===== config.mk =====
export PLATFORM = sky130hd
export DESIGN_NAME = mem_port_arbiter
export DESIGN_NICKNAME = d
export VERILOG_FILES = /design/src/rtl/mem_arb_pkg.sv /design/src/rtl/mem_port_arbiter_rr_arbiter.sv /design/src/rtl/mem_port_arbiter.sv
export SDC_FILE = /design/constraint.sdc
export NUM_CORES = 1
export LEC_CHECK = 0
export ABC_CLOCK_PERIOD_IN_PS = 1900
export BUFFER_PORTS_ARGS = -buffer_cell sky130_fd_sc_hd__clkbuf_2
export CORE_AREA = 5 5 196 198
export CTS_CLUSTER_SIZE = 20
export DETAILED_ROUTE_END_ITERATION = 8
export DIE_AREA = 0 0 201 203
export GPL_TIMING_DRIVEN = 0
export REMOVE_ABC_BUFFERS = 1
export SKIP_LAST_GASP = 1
export SYNTH_ARGS = -nofsm -noshare
export SYNTH_HDL_FRONTEND = slang
export SYNTH_HIERARCHICAL = 1
export SYNTH_SLANG_ARGS = --single-unit

===== constraint.sdc =====
create_clock -name clk -period 1.9 [get_ports clk]
set_clock_uncertainty 0.05 [all_clocks]
set_input_delay 0 -clock clk [delete_from_list [all_inputs] [get_ports clk]]
set_output_delay 0 -clock clk [all_outputs]
set_load 0.02 [all_outputs]

===== src/rtl/mem_arb_pkg.sv =====
// Shared definitions for the memory port arbiter.
//   - Default parameter values and the widths derived from them.
//   - onehot_to_idx: encodes a one-hot grant vector as a binary index.
//     Both the write and the read arbiter use it.
package mem_arb_pkg;

  localparam int unsigned DEF_BIT_LENGTH = 64;
  localparam int unsigned DEF_DEPTH      = 16;
  localparam int unsigned DEF_NUM_WR     = 4;
  localparam int unsigned DEF_NUM_RD     = 4;

  localparam int unsigned AW = $clog2(DEF_DEPTH);
  localparam int unsigned IW = $clog2(DEF_NUM_RD);
  localparam int unsigned WW = $clog2(DEF_NUM_WR);

  // Widest requester vector that onehot_to_idx accepts. Callers
  // zero-extend their grant vectors to this width.
  localparam int unsigned MAX_REQ = 256;

  // The input is one-hot, so OR-ing the bit positions gives the index.
  // No priority chain is needed.
  function automatic int unsigned onehot_to_idx(input logic [MAX_REQ-1:0] oh);
    int unsigned idx;
    idx = 0;
    for (int unsigned i = 0; i < MAX_REQ; i++) begin
      if (oh[i]) idx = idx | i;
    end
    return idx;
  endfunction

endpackage


===== src/rtl/mem_port_arbiter_rr_arbiter.sv =====
// Round-robin arbiter with a rotating priority pointer.
//   clk, rst_n : clock and synchronous active-low reset
//   req        : per-requester request
//   gnt        : one-hot grant (combinational); forced to 0 while rst_n is low
//   gnt_idx    : binary index of the granted requester
//   gnt_valid  : a grant was issued this cycle
// The pointer moves to one past the winner. As a result, a requester that
// holds its request is served within N cycles.
module rr_arbiter
  import mem_arb_pkg::*;
#(
  parameter  int unsigned N     = 4,
  localparam int unsigned IDX_W = (N > 1) ? $clog2(N) : 1
) (
  input  logic             clk,
  input  logic             rst_n,
  input  logic [N-1:0]     req,
  output logic [N-1:0]     gnt,
  output logic [IDX_W-1:0] gnt_idx,
  output logic             gnt_valid
);

  logic [IDX_W-1:0] ptr;
  logic [2*N-1:0]   req_dbl;
  logic [2*N-1:0]   gnt_dbl;
  logic [N-1:0]     req_rot;
  logic [N-1:0]     pick_rot;

  // Rotate the requests so that the pointer position becomes bit 0.
  // Take the lowest set bit, then rotate the result back.
  always_comb begin
    req_dbl  = {req, req} >> ptr;
    req_rot  = req_dbl[N-1:0];
    pick_rot = req_rot & ((~req_rot) + N'(1));
    gnt_dbl  = {{N{1'b0}}, pick_rot} << ptr;
    gnt      = '0;
    if (rst_n) gnt = gnt_dbl[N-1:0] | gnt_dbl[2*N-1:N];
  end

  assign gnt_valid = |gnt;
  assign gnt_idx   = IDX_W'(onehot_to_idx(MAX_REQ'(gnt)));

  always_ff @(posedge clk) begin
    if (!rst_n) begin
      ptr <= '0;
    end else if (gnt_valid) begin
      ptr <= (gnt_idx == IDX_W'(N - 1)) ? '0 : gnt_idx + IDX_W'(1);
    end
  end

endmodule


===== src/rtl/mem_port_arbiter.sv =====
// Shares one read-first two-port memory between multiple requesters.
//   Port A (write): NUM_WR requesters, round-robin arbitrated.
//   Port B (read) : NUM_RD requesters, round-robin arbitrated.
//   wr_req/wr_addr/wr_data -> wr_gnt  : write request side
//   rd_req/rd_addr         -> rd_gnt  : read request side
//   rd_valid/rd_id/rd_data            : read return, one cycle after grant
//   mem_ena/mem_wea/mem_addra/mem_dina : memory port A
//   mem_enb/mem_addrb/mem_doutb        : memory port B
// Grants are forwarded to the memory in the same cycle they are issued.
// Nothing is latched from the requesters.
module mem_port_arbiter
  import mem_arb_pkg::*;
#(
  parameter  int unsigned BIT_LENGTH = DEF_BIT_LENGTH,
  parameter  int unsigned DEPTH      = DEF_DEPTH,
  parameter  int unsigned NUM_WR     = DEF_NUM_WR,
  parameter  int unsigned NUM_RD     = DEF_NUM_RD,
  localparam int unsigned ADDR_W     = $clog2(DEPTH),
  localparam int unsigned ID_W       = $clog2(NUM_RD),
  localparam int unsigned WR_W       = $clog2(NUM_WR)
) (
  input  logic                           clk,
  input  logic                           rst_n,
  input  logic [NUM_WR-1:0]              wr_req,
  input  logic [NUM_WR*ADDR_W-1:0]       wr_addr,
  input  logic [NUM_WR*BIT_LENGTH-1:0]   wr_data,
  output logic [NUM_WR-1:0]              wr_gnt,
  input  logic [NUM_RD-1:0]              rd_req,
  input  logic [NUM_RD*ADDR_W-1:0]       rd_addr,
  output logic [NUM_RD-1:0]              rd_gnt,
  output logic                           rd_valid,
  output logic [ID_W-1:0]                rd_id,
  output logic [BIT_LENGTH-1:0]          rd_data,
  output logic                           mem_ena,
  output logic                           mem_wea,
  output logic [ADDR_W-1:0]              mem_addra,
  output logic [BIT_LENGTH-1:0]          mem_dina,
  output logic                           mem_enb,
  output logic [ADDR_W-1:0]              mem_addrb,
  input  logic [BIT_LENGTH-1:0]          mem_doutb
);

  logic [WR_W-1:0] wr_idx;
  logic            wr_any;
  logic [ID_W-1:0] rd_idx;
  logic            rd_any;

  // Unpacked views of the packed request buses, indexed by grant index.
  logic [ADDR_W-1:0]     wr_addr_a [NUM_WR];
  logic [BIT_LENGTH-1:0] wr_data_a [NUM_WR];
  logic [ADDR_W-1:0]     rd_addr_a [NUM_RD];

  for (genvar i = 0; i < NUM_WR; i++) begin : g_wr_view
    assign wr_addr_a[i] = wr_addr[i*ADDR_W +: ADDR_W];
    assign wr_data_a[i] = wr_data[i*BIT_LENGTH +: BIT_LENGTH];
  end

  for (genvar i = 0; i < NUM_RD; i++) begin : g_rd_view
    assign rd_addr_a[i] = rd_addr[i*ADDR_W +: ADDR_W];
  end

  rr_arbiter #(.N(NUM_WR)) u_wr_arb (
    .clk       (clk),
    .rst_n     (rst_n),
    .req       (wr_req),
    .gnt       (wr_gnt),
    .gnt_idx   (wr_idx),
    .gnt_valid (wr_any)
  );

  rr_arbiter #(.N(NUM_RD)) u_rd_arb (
    .clk       (clk),
    .rst_n     (rst_n),
    .req       (rd_req),
    .gnt       (rd_gnt),
    .gnt_idx   (rd_idx),
    .gnt_valid (rd_any)
  );

  // Address and data are zeroed when idle so the memory sees a quiet bus.
  always_comb begin
    mem_ena   = wr_any;
    mem_wea   = wr_any;
    mem_addra = '0;
    mem_dina  = '0;
    if (wr_any) begin
      mem_addra = wr_addr_a[wr_idx];
      mem_dina  = wr_data_a[wr_idx];
    end
  end

  always_comb begin
    mem_enb   = rd_any;
    mem_addrb = '0;
    if (rd_any) mem_addrb = rd_addr_a[rd_idx];
  end

  // The memory registers the read internally, so only the tag needs
  // tracking here. The data is a passthrough.
  always_ff @(posedge clk) begin
    if (!rst_n) begin
      rd_valid <= 1'b0;
      rd_id    <= '0;
    end else begin
      rd_valid <= rd_any;
      if (rd_any) rd_id <= rd_idx;
    end
  end

  assign rd_data = mem_doutb;

endmodule


; ---- Word level (Yosys, flattened, before mapping)
; Cells that the tools add are included.
[totals]
regBits = 7
in_bits = 362
elab_cells = 48
[op_classes]
n_shift = 4
reduce_logical = 2
eq_ne = 2
n_bitwise = 8
order_cmp = 2
n_mux = 22
addsub = 4
[op_table]
columns = operator, count
row1 = $mux W64, 3
row2 = $bmux W64 S2, 1
row3 = $mux W4, 8
row4 = $bmux W4 S2, 2
row5 = $shl A4 B2 Y8, 2
row6 = $shr A8 B2 Y4, 2
row7 = $mux W2, 6
row8 = $add A4 B1 Y4 const B, 2
row9 = $and A4 B4 Y4, 2
row10 = $not A4 Y4, 2
row11 = $or A4 B4 Y4, 2
row12 = $reduce_or A4 Y1, 2
row13 = $ge A3 B3 Y1 const B, 2
row14 = $not A2 Y3, 2
row15 = $add A2 B1 Y2 const B, 2
row16 = $eq A2 B2 Y1 const B, 2
row17 = $mux W1, 2

; ---- Logic depth before layout (Yosys ltp)
[logic_depth]
ltp_word = 15
ltp_mapped = 9
ltp_nobuf = 6

; ---- Modules after synthesis
; The synthesis kept the hierarchy.
[by_module_without_submodules]
columns = module, n_inst, cells_per_inst, area_per_inst_um2, seq_area_each_um2
row1 = mem_port_arbiter, 1, 324, 2720.1, 60.1
row2 = rr_arbiter at u_rd_arb, 1, 45, 382.9, 40.0
row3 = rr_arbiter at u_wr_arb, 1, 46, 316.6, 40.0

; ---- Least setup slack after synthesis
; Ideal clock, no wire load.
[synth_timing]
path_type = flip-flop to output port
from = register u_wr_arb.ptr[0]
to = output port mem_dina[29]
stages_incl_launch_ff = 9
slack_ns = 0.019
required_time_ns = 1.850
arrival_ns = 1.831
path_buffers = 3
path_cell_list = dfxtp_1 or2b_2 a21oi_1 nor4_1 nand2b_1 buf_2 buf_6 buf_2 o22ai_1
[synth_via]
elab_chain_len = 15
word_cells_on_any_way = 16
[synth_lines]
columns = element, line
row1 = start: declaration, mem_port_arbiter_rr_arbiter.sv:23  ; logic [IDX_W-1:0] ptr;
row2 = start signal: assignment, mem_port_arbiter_rr_arbiter.sv:47  ; ptr <= (gnt_idx == IDX_W'(N - 1)) ? '0 : gnt_idx + IDX_W'(1);
row3 = $shr A8 B2 Y4, mem_port_arbiter_rr_arbiter.sv:32  ; req_dbl = {req, req} >> ptr;
row4 = $not A4 Y4, mem_port_arbiter_rr_arbiter.sv:34  ; pick_rot = req_rot & ((~req_rot) + N'(1));
row5 = $add A4 B1 Y4, mem_port_arbiter_rr_arbiter.sv:34
row6 = $and A4 B4 Y4, mem_port_arbiter_rr_arbiter.sv:34
row7 = $shl A4 B2 Y8 (*), mem_port_arbiter_rr_arbiter.sv:35  ; gnt_dbl = {{N{1'b0}}, pick_rot} << ptr;
row8 = $or A4 B4 Y4 (*), mem_port_arbiter_rr_arbiter.sv:37  ; if (rst_n) gnt = gnt_dbl[N-1:0] | gnt_dbl[2*N-1:N];
row9 = $mux W4 (*), mem_port_arbiter_rr_arbiter.sv:37
row10 = $mux W1, mem_arb_pkg.sv:26  ; if (oh[i]) idx = idx | i;
row11 = $mux W2, mem_arb_pkg.sv:26
row12 = $mux W2 (*), mem_arb_pkg.sv:26
row13 = net wr_idx[0], mem_port_arbiter.sv:43  ; logic [WR_W-1:0] wr_idx;
row14 = $not A2 Y3 (implied by the code) (*), mem_port_arbiter.sv:88  ; mem_dina = wr_data_a[wr_idx];
row15 = $bmux W64 S2 (*), mem_port_arbiter.sv:88
row16 = $mux W64 (implied by the code) (*) (2 in a row), mem_port_arbiter.sv:88
row17 = $mux W64 (*), mem_port_arbiter.sv:86  ; if (wr_any) begin
row18 = end: declaration, mem_port_arbiter.sv:37  ; output logic [BIT_LENGTH-1:0] mem_dina,
; The timed path passes the listed nets; every way through them passes the cells marked *. The select of a mux whose other input is x is not followed.

; ---- Final worst setup path
[layout_timing]
from = register u_wr_arb.ptr[1]
to = output port mem_dina[56]
[layout_via]
word_cells_on_any_way = 16
[layout_lines]
columns = element, line
row1 = $shr A8 B2 Y4, mem_port_arbiter_rr_arbiter.sv:32
row2 = $not A4 Y4, mem_port_arbiter_rr_arbiter.sv:34
row3 = $add A4 B1 Y4, mem_port_arbiter_rr_arbiter.sv:34
row4 = $and A4 B4 Y4, mem_port_arbiter_rr_arbiter.sv:34
row5 = $shl A4 B2 Y8 (*), mem_port_arbiter_rr_arbiter.sv:35
row6 = $or A4 B4 Y4 (*), mem_port_arbiter_rr_arbiter.sv:37
row7 = $mux W4 (*), mem_port_arbiter_rr_arbiter.sv:37
row8 = $mux W2, mem_arb_pkg.sv:26
row9 = $mux W2 (*), mem_arb_pkg.sv:26
row10 = net wr_idx[1], mem_port_arbiter.sv:43
row11 = $not A2 Y3 (implied by the code) (*), mem_port_arbiter.sv:88
row12 = $bmux W64 S2 (*), mem_port_arbiter.sv:88
row13 = $mux W64 (implied by the code) (*) (2 in a row), mem_port_arbiter.sv:88
row14 = $mux W64 (*), mem_port_arbiter.sv:86
; Marked as above.

==> flow_summary.json <==
{
  "fin_crit_ns": 2.29,
  "endpoint_kind": "primary output",
  "grt_pass1_wl_um": 39100,
  "nets": 1204,
  "place_congestion": 0.865,
  "fp.dieW_um": 201,
  "max_freq_mhz": 437,
  "worstPathArrival_ns": 2.24,
  "max_slew_margin_pct": 69.3,
  "synth_commonest_cells": "mux2i_1, o22ai_1, buf_4, a21oi_1, clkbuf_1",
  "post_dp_cell_area_um2": 5240,
  "finalNonFillerCells": 1309,
  "grt_max_degree": 20,
  "clk_path_buf_depth": 2,
  "hold_depth": 3,
  "ctsRootBufferMaster": "clkbuf_16",
  "yosysTopAreaCell": "mux2i_1",
  "syn2layout_area_growth_pct": 137,
  "place_ws_ns": -1.34,
  "synth.top_cell.area_share_pct": 42.4,
  "vias_per_cell": 4.07,
  "hold_path_startpoint": "wr_req[1]",
  "antenna_found_initial": 3,
  "setup_viol": 68,
  "die-area_um2": 40800,
  "leakage_nw": 3.55,
  "ant_nets": 0,
  "synth.most_common_cell": "mux2i_1",
  "worstPathCellList": "nand2b_4 > a21o_4 > a21oi_4 > buf_12 > buf_16 > buf_16 > buf_16 > mux2i_4 > o22ai_1 > buf_4",
  "ir_drop_uv": 257,
  "synthFlopType": "dfxtp_1",
  "drv_slew": 0,
  "grt_usage_pct": 13.0,
  "rsz0062_at_grt": "true",
  "required_ns": 1.85,
  "avgSynthCellArea_um2": 8.24,
  "io_pins": 512,
  "period_share_pct": 120,
  "grt_pass1_vias": 5428,
  "syn_inst": 415,
  "yosys_warnings": 6,
  "layout-drive-gt1-share_pct": 66.3,
  "path_class": "register to primary output",
  "cts.sinks": 7,
  "cp_slowest_cell": "dfxtp_4",
  "synth_area_leaders": "mux2i_1, buf_4, o22ai_1, dfxtp_1, buf_6",
  "setup_slack_ns": -0.388,
  "core-area_um2": 36300,
  "routed-via-count": 5329,
  "synth_edf_count": 0,
  "wl_um": 31100,
  "rows": 70,
  "drc": 0,
  "slowest_delay_ns": 0.34,
  "startpoint": "u_wr_arb/ptr[1]",
  "grt-ovfl-total": 0,
  "finalPower_mw": 3.38,
  "htreeDepth": 1,
  "numPortBuffers": 383,
  "synthArstFlopShare_pct": 0,
  "cts_tree": "done",
  "hpwlAfterDp_um": 18400,
  "worstSkewPairLatency_ns": 0.23,
  "multiInputGateArea_um2": 3240,
  "r2r-end": "rd_id[0]",
  "ff_latch_area_um2": 155,
  "min_to": "u_wr_arb/ptr[1]",
  "final.fill_count": 3948,
  "dpl.cell_count": 1165,
  "cts.clk_slew.worst_paths_ns": 0.04,
  "drtIter0Drc": 248,
  "violations": "setup timing",
  "numCtsBuffers": 3,
  "hold_viol": 0,
  "rr_worst_depth": 8,
  "hold_class": "input port to register",
  "r2r-start": "u_rd_arb/ptr[0]",
  "stdcell_area_um2": 8090,
  "initial_core_util_pct": 9.41,
  "power-per-cell-area_nw_per_um2": 418,
  "rrSetupSlack_ns": 0.41,
  "drt_pass1_iterations": 4,
  "worstPathMaxFanout": 7,
  "seq_area_frac_synth_pct": 4.10,
  "status": "complete, but fails checks",
  "crit_top_cell": "buf_16",
  "tightestPinTransition_ns": 0.457,
  "ys_ff_latch": 7,
  "worst_setup_path_start_kind": "register",
  "num_antenna_cells": 0,
  "wl_per_cell_um": 23.8,
  "synth_area_um2": 3420,
  "synth_cell_type_count": 45,
  "die-height_um": 203,
  "max-cap-violations": 0
}
-- stage by stage --
stage	hold slack [ns]	utilization, %	TNS [ns]
final	0.205	22.3	-17.87
after global routing	0.243	22.3	-22.01
after CTS	0.152	20.4	-19.72
after detailed placement	-0.0499	14.4	-55.87
after global placement	-0.0499	14.1	-824.04
after floorplan	-0.0500	-	-637.80
-- layer usage --
layer	global-route usage [%]	vias to the layer above	routed length (µm)
met5	0	-	13
met4	3.44	2	837
met3	1.69	44	1670
met2	21.4	319	14800
met1	18.0	2571	13800
li1	-	2393	-
-- how the worst max path moves through the flow --
stage | end | slack [ns] | cells past startpoint
2_1_floorplan | mem_addra[0] | -9.38 | 5
3_3_place_gp | mem_dina[56] | -13.97 | 6
3_5_place_dp | mem_dina[56] | -1.34 | 9
4_1_cts | mem_dina[20] | -0.39 | 10
5_1_grt | mem_dina[20] | -0.43 | 10
6_report | mem_dina[56] | -0.39 | 10
-- state kept, by name, summed over array words and instances (netlist names) --
signal,cells
rd_valid,1
rd_id,2
u_wr_arb/ptr,2
u_rd_arb/ptr,2
-- critical path, delay by kind of cell, from the launching register on --
kind / cells / cell delay (ns)
buffers and inverters: 5 / 0.70
muxes: 1 / 0.30
and+or+nand+nor: 1 / 0.14
DFF: 1 / 0.34
AOI/OAI and AO/OA: 3 / 0.49
-- logic make-up after synthesis --
family | synth area share, %
multiplexers | 42.4
AO/OA/AOI/OAI | 21.3
buffers and inverters | 24.2
AND/OR/NAND/NOR | 7.90
flip-flops | 4.10
-- power breakdown --
part,leakage [nW],switching (mW),internal [mW]
clock network,0.0382,0.0854,0.280
registers,0.0602,0.0197,0.163
logic,3.46,1.40,1.43
total,3.55,1.50,1.87
-- cell type report --
type                            count  area share (%)
Timing Repair Buffer              519            49.5
Multi-Input combinational cell    306            40.0
Tap cell                          468            7.24
Sequential cell                     7            1.92
Clock buffer                        4           0.975
Inverter                            5           0.294
-- placed cells by master (no fill, tap or decap), types with 9 or more instances in the layout --
cell             n
buf_16          16
buf_4           47
buf_12          19
buf_2           17
mux2i_1        103
a21oi_1          9
dlygate4sd3_1   64
buf_8            9
mux2i_4         24
mux2i_2         18
clkbuf_2       317
buf_6           21
o22ai_1         53
o22ai_2         17
-- repair_timing --
action,in CTS,in global routing
endpoints found under the setup margin,72,72
setup buffers,45,12
gates cloned,21,4
pin swaps,17,28
hold buffers,64,0
endpoints found under the hold margin,64,0
resized for setup,126,187
No activity file was read; power rests on OpenSTA's default activity.
